[src/rtl/part_univ_shreg.sv]
// Universal WIDTH-bit register (hold / shift right / shift left / load, optional rotate)
// with an auto-shift sequencer that runs a programmed count of shifts and pulses DONE.
module part_univ_shreg #(
    parameter int WIDTH = 8,
    parameter int CNT_W = 4
) (
    input  logic             CLK,
    input  logic             CLR_N,
    input  logic             EN,
    input  logic [1:0]       S,
    input  logic [WIDTH-1:0] D,
    input  logic             SR,
    input  logic             SL,
    input  logic             ROT,
    input  logic             START,
    input  logic             DIR,
    input  logic [CNT_W-1:0] CNT,
    output logic [WIDTH-1:0] Q,
    output logic             SO_R,
    output logic             SO_L,
    output logic             BUSY,
    output logic             DONE
);

    logic [WIDTH-1:0] r_q;
    logic [CNT_W-1:0] r_rem;
    logic             r_busy;
    logic             r_done;
    logic             r_dir;

    logic [WIDTH-1:0] w_shr;
    logic [WIDTH-1:0] w_shl;

    // ROT is applied live on every shift, both manual and automatic
    assign w_shr = {(ROT ? r_q[0] : SR), r_q[WIDTH-1:1]};
    assign w_shl = {r_q[WIDTH-2:0], (ROT ? r_q[WIDTH-1] : SL)};

    always_ff @(posedge CLK or negedge CLR_N) begin
        if (!CLR_N) begin
            r_q    <= '0;
            r_rem  <= '0;
            r_busy <= 1'b0;
            r_done <= 1'b0;
            r_dir  <= 1'b0;
        end else begin
            r_done <= 1'b0;
            if (EN) begin
                if (r_busy) begin
                    r_q   <= r_dir ? w_shl : w_shr;
                    r_rem <= r_rem - 1'b1;
                    if (r_rem == CNT_W'(1)) begin
                        r_busy <= 1'b0;
                        r_done <= 1'b1;
                    end
                end else if (START) begin
                    // Q holds on the start edge; a zero count completes immediately
                    r_dir  <= DIR;
                    r_rem  <= CNT;
                    r_busy <= (CNT != '0);
                    r_done <= (CNT == '0);
                end else begin
                    case (S)
                        2'b01:   r_q <= w_shr;
                        2'b10:   r_q <= w_shl;
                        2'b11:   r_q <= D;
                        default: r_q <= r_q;
                    endcase
                end
            end
        end
    end

    assign Q    = r_q;
    assign SO_R = r_q[0];
    assign SO_L = r_q[WIDTH-1];
    assign BUSY = r_busy;
    assign DONE = r_done;

endmodule
[config.mk]
export PLATFORM = sky130hd
export DESIGN_NAME = part_univ_shreg
export DESIGN_NICKNAME = d
export VERILOG_FILES = /design/src/rtl/part_univ_shreg.sv
export SDC_FILE = /design/constraint.sdc
export NUM_CORES = 1
export LEC_CHECK = 0
export ABC_AREA = 1
export CORE_MARGIN = 4
export CORE_UTILIZATION = 48
export DETAILED_ROUTE_END_ITERATION = 10
export PLACE_DENSITY = 0.8
export SLEW_MARGIN = 30
export SYNTH_ARGS = -nofsm -noshare
export SYNTH_HDL_FRONTEND = slang
export SYNTH_SLANG_ARGS = --single-unit
[constraint.sdc]
create_clock -name CLK -period 1.45 [get_ports CLK]
set_input_delay 0.29 -clock CLK [delete_from_list [all_inputs] [get_ports CLK]]
set_output_delay 0.29 -clock CLK [all_outputs]
set_load 0.02 [all_outputs]
# After elaboration in Yosys (flattened, before gate mapping)
# Cells that the tools add are included.
dict set report totals {
  input_bits 22
  ff_bits 15
  elab_cells 34
  out_inout_bits 12
}
dict set report op_classes {
  n_addsub 1
  bitwise_logic 1
  n_reduce_logical 7
  n_mux 15
  eq_ne 5
}
# op n
set ops {}
lappend ops {{8-bit 2-to-1 mux} 3}
lappend ops {{8-bit one-hot mux with 3 select lines} 1}
lappend ops {{1-bit 2-to-1 mux} 9}
lappend ops {{4-bit 2-to-1 mux} 2}
lappend ops {{4-bit nonzero test} 2}
lappend ops {{3-bit AND reduction} 2}
lappend ops {{2-bit equality test, second input constant} 2}
lappend ops {{4-bit by 1-bit equality test with 1-bit output, second input constant} 1}
lappend ops {{4-bit logical NOT} 1}
lappend ops {{4-bit by 1-bit subtractor with 4-bit output, second input constant} 1}
lappend ops {{2-bit by 1-bit equality test with 1-bit output, second input constant} 1}
lappend ops {{2-bit by 1-bit != test with 1-bit output, second input constant} 1}
lappend ops {{2-bit AND reduction} 1}
lappend ops {{2-bit nonzero test} 1}
lappend ops {{1-bit NOT} 1}

# Logic depth before layout (Yosys ltp)
# Gate-level depths: netlist (run 1).
dict set report logic_depth {
  word_depth 4
  mapped_depth 11
  mapped_depth_nobuf 10
}

# Least setup slack after synthesis (run 1)
# No wires, ideal clock.
dict set report synth_path {
  path_type {in2reg}
  startpoint {input port S[0]}
  endpoint {register r_q[1] (netlist: Q[1])}
  n_path_buf 1
  setup_ps 122
  setup_slack_ps 229
  stages 7
  arrival_time_ps 1099
  t_required_ps 1328
  cell_sequence {inv_1 -> ha_1 -> nand2_1 -> nand3_2 -> buf_6 -> nor2_1 -> a21boi_2}
}
dict set report synth_between {
  elab_chain_cells 4
  word_cells_on_any_way 8
  cone_classes {eq/ne (3); mux (3); reduce/logical (2)}
}
# element line_no
set synth_lines {}
lappend synth_lines {{start: declaration} 10} ;# input logic [1:0] S,
lappend synth_lines {{2-bit equality test / 2-bit by 1-bit equality test with 1-bit output (equally long branches)} 62} ;# case (S)
lappend synth_lines {{8-bit one-hot mux with 3 select lines} 62}
lappend synth_lines {{8-bit 2-to-1 mux} 55} ;# end else if (START) begin
lappend synth_lines {{8-bit 2-to-1 mux} 48} ;# if (r_busy) begin
lappend synth_lines {{end signal: assignment} 49} ;# r_q <= r_dir ? w_shl : w_shr;
lappend synth_lines {{end signal: assignment} 63} ;# 2'b01: r_q <= w_shr;
lappend synth_lines {{end signal: assignment} 64} ;# 2'b10: r_q <= w_shl;
lappend synth_lines {{end: declaration} 25} ;# logic [WIDTH-1:0] r_q;
# Parallel ways exist; a longest one is shown, timed or not. The select of a mux whose other input is x is not followed.
# A chain may end at the register's enable or synchronous reset.

# Worst setup path in the final report (run 1)
dict set report layout_path {
  startpoint {input port EN}
  endpoint {register r_done (netlist: DONE)}
}
dict set report layout_between {
  elab_chain_cells 1
}
# element line_no
set layout_lines {}
lappend layout_lines {{start: declaration} 9} ;# input logic EN,
lappend layout_lines {{1-bit 2-to-1 mux} 47} ;# if (EN) begin
lappend layout_lines {{end signal: assignment} 60} ;# r_done <= (CNT == '0);
lappend layout_lines {{end: declaration} 28} ;# logic r_done;
# No other way between the ends.

==> out/qor.yml, run 1 <==
run_status:
  status: "finished, final reports clean"
placement:
  dp_hpwl_um: 2480
  place_congestion: 0.868
  port_buffers: 33
timing:
  drv_slew: 0
  skew_ns: 0.00979
  rsz0062_at_grt: "no"
  fin_crit_sh_pct: 96.6
  hold_viol: 0
  whs_ns: 0.316
  worst_pin_slew_ns: 0.488
  finalSetupTns_ns: 0
  finalCriticalPeriod_ns: 1.40
  relSlewSlack_pct: 67.5
  fmax_mhz: 714
  setup_viol: 0
power_and_ir_drop:
  swShare_pct: 49.4
  p_sw_mw: 1.41
  comb_power_share_pct: 61.6
  p_leak_nw: 0.859
  p_int_mw: 1.45
  peakVddDrop_uv: 1130
  pwr-share-clk_pct: 8.8
  pwr-share-seq_pct: 29.6
  powerDensity_nw_per_um2: 1700
routing:
  drt-initial-drc-count: 48
  wl_um: 3540
  antenna_left: 0
  vias: 1362
  first_pass_iters: 4
  drc: 0
  post_drt_wl_per_cell_um: 13.8
  avgViaCountPerCell: 5.30
synthesis:
  yosys_warnings: 0
  syn_avg_cell_area_um2: 6.55
  ys_types: 27
  synth_fp_nets: 216
  seq_area_frac_synth_pct: 30.3
  synth-seq-cells: 15
  synthDominantCellAreaShare_pct: 30.3
  synth_area_leaders: "dfrtp_1 (30%), nand2_1 (22%), inv_1 (6.1%)"
  syn_area_um2: 1240
  synth_top_area_cell: "dfrtp_1"
  synth_cells: 189
grt:
  grt_pass1_wl_um: 5730
  track_usage_pct: 21.7
  grt_max_degree: 17
  gr-total-overflow: 0
  grt_antenna_before_repair: 0
  grt_pass1_vias: 1286
final_layout:
  layout_common_cells: "nand2_1 (71), inv_1 (19), clkdlybuf4s50_1 (19)"
  diodes: 0
  n_fill_cell: 228
  area_delta_synth_final_pct: 35.7
  mostFrequentLayoutCell: "nand2_1"
  fin_nets: 255
  layout-drive-gt1-share_pct: 12.3
setup_path:
  cp.arrival_ns: 1.61
  crit_chain: "clkdlybuf4s50_1, inv_1, nor3_1, a21oi_1, a21oi_1"
  critPathCaptureType: "register"
  critPathMaxStageDelay_ns: 0.70
  crit_slowest_cell: "clkdlybuf4s50_1"
  cp_data_required_time_ns: 1.66
  crit_path_frequent_cell: "a21oi_1"
  crit_fanout: 6
  worstSetupPathType: "input port to register"
  crit_path_start_kind: "input port"
hold_path:
  hold_path.class: "input port to async pin"
floorplan:
  io_pins: 34
  fp-row-count: 18
  die_h_um: 58.8
  die_area_um2: 3450
  fp.dieW_um: 58.8
  core_um2: 2480
  start_util_pct: 49.9
cts:
  cts_buffers: 3
  cts_tree: "done"
  cts_root_buffer: "clkbuf_4"
  cts_htree_levels: 1
  clk_path_buf_depth: 2
  clkSinkCount: 15
  hold_buffers: 0
  cts.clk_slew.worst_paths_ns: 0.10
  clkLatencyLatePin_ns: 0.28
flow_run:
  drv_cap: 0
state kept, by name (all words and copies together), names as in the netlist:
| register | flops |
|---|---|
| BUSY | 1 |
| r_rem | 4 |
| Q | 8 |
| r_dir | 1 |
| DONE | 1 |
critical path: cells and delay by family:
family                 cells  cell delay [ns]
AOI/OAI and AO/OA          2             0.22
buffers and inverters      2             0.81
and+or+nand+nor            1             0.29
synthesized netlist by cell type (all sizes together):
| master | number |
|---|---|
| buf | 10 |
| nand2 | 73 |
| dfrtp | 15 |
| nor3 | 1 |
| inv | 23 |
| nor2 | 13 |
| a31o | 1 |
| nand3 | 5 |
| nand4 | 1 |
| a21boi | 6 |
| o211ai | 1 |
| a21oi | 13 |
| ha | 5 |
| xor2 | 2 |
| nor2b | 1 |
| o21ai | 19 |
cell type report:
| type | count | area [µm²] | share of cell area [%] |
|---|---|---|---|
| Clock buffer | 4 | 26.3 | 1.56 |
| Inverter | 23 | 88.8 | 5.29 |
| Multi-Input combinational cell | 142 | 751 | 44.7 |
| Sequential cell | 15 | 375 | 22.4 |
| Tap cell | 30 | 37.5 | 2.24 |
| Timing Repair Buffer | 43 | 400 | 23.8 |
power groups by stage:
stage	Combinational, mW	Clock [mW]	Sequential [mW]
after floorplan	1.06	0	0.947
after global placement	1.73	0	0.840
after detailed placement	1.80	0	0.853
after CTS	1.74	0.262	0.837
after global routing	1.96	0.273	0.879
final	1.76	0.251	0.845
final timing paths:
| check | startpoint | endpoint | slack, ns | depth (start not counted) |
|---|---|---|---|---|
| setup / recovery | EN | DONE | 0.05 | 5 |
| max in group asynchronous | CLR_N | Q[0] | 0.93 | 2 |
| hold reg to reg | r_rem[3] | r_rem[3] | 0.56 | 2 |
| min in group CLK | r_rem[3] | r_rem[3] | 0.56 | 2 |
| setup reg to reg | BUSY | Q[5] | 0.11 | 6 |
| hold / removal | CLR_N | Q[4] | 0.32 | 2 |
kinds of logic after synthesis:
kind of cell | count (synthesis) | share of synthesized area [%]
adders and majority gates | 5 | 5.06
AOI/OAI and AO/OA | 40 | 18.8
buffers and inverters | 33 | 13.9
xor gates and xnor gates | 2 | 1.42
and+or+nand+nor | 94 | 30.5
DFF | 15 | 30.3
repair_timing:
| item | in CTS | in global routing |
|---|---|---|
| setup endpoints to repair | 20 | 1 |
| gates cloned | 1 | 0 |
| buffers inserted | 0 | 0 |
| resized for setup | 23 | 1 |
| endpoints found under the hold margin | 0 | 0 |
layer usage:
metal  vias to the layer above  part of all wire (%)  wire (µm)  track usage, %
met5                         -                     0          0               0
met4                         0                   1.8         64            7.12
met3                         8                   6.6        233            2.19
met2                        52                    54       1920            42.4
met1                       629                    37       1320            24.0
li1                        673                     -          -               -
metrics by stage:
step           utilization, %  instances  setup WS [ns]  total power, mW  area, µm²
6_report                 67.8        257         0.0499             2.86       1680
5_1_grt                  67.8        257         0.0134             3.11       1680
4_1_cts                  67.8        257         0.0516             2.84       1680
3_5_place_dp             65.0        252         -0.456             2.66       1610
3_3_place_gp             65.0        252         -0.410             2.57       1610
2_1_floorplan               -        189          0.229             2.00       1240
Power figures use the tool's default switching activity.
==> run 2, diff against run 1 <==
Settings changed: CAP_MARGIN set to 10.
==> results of run 2 <==
Final layout, timing and power as in run 1 (identical DEF).
==> run 3, diff against run 2 <==
Settings changed: CTS_CLUSTER_DIAMETER set to 60.
==> results of run 3 <==
Final layout, timing and power as in run 1 (identical DEF).
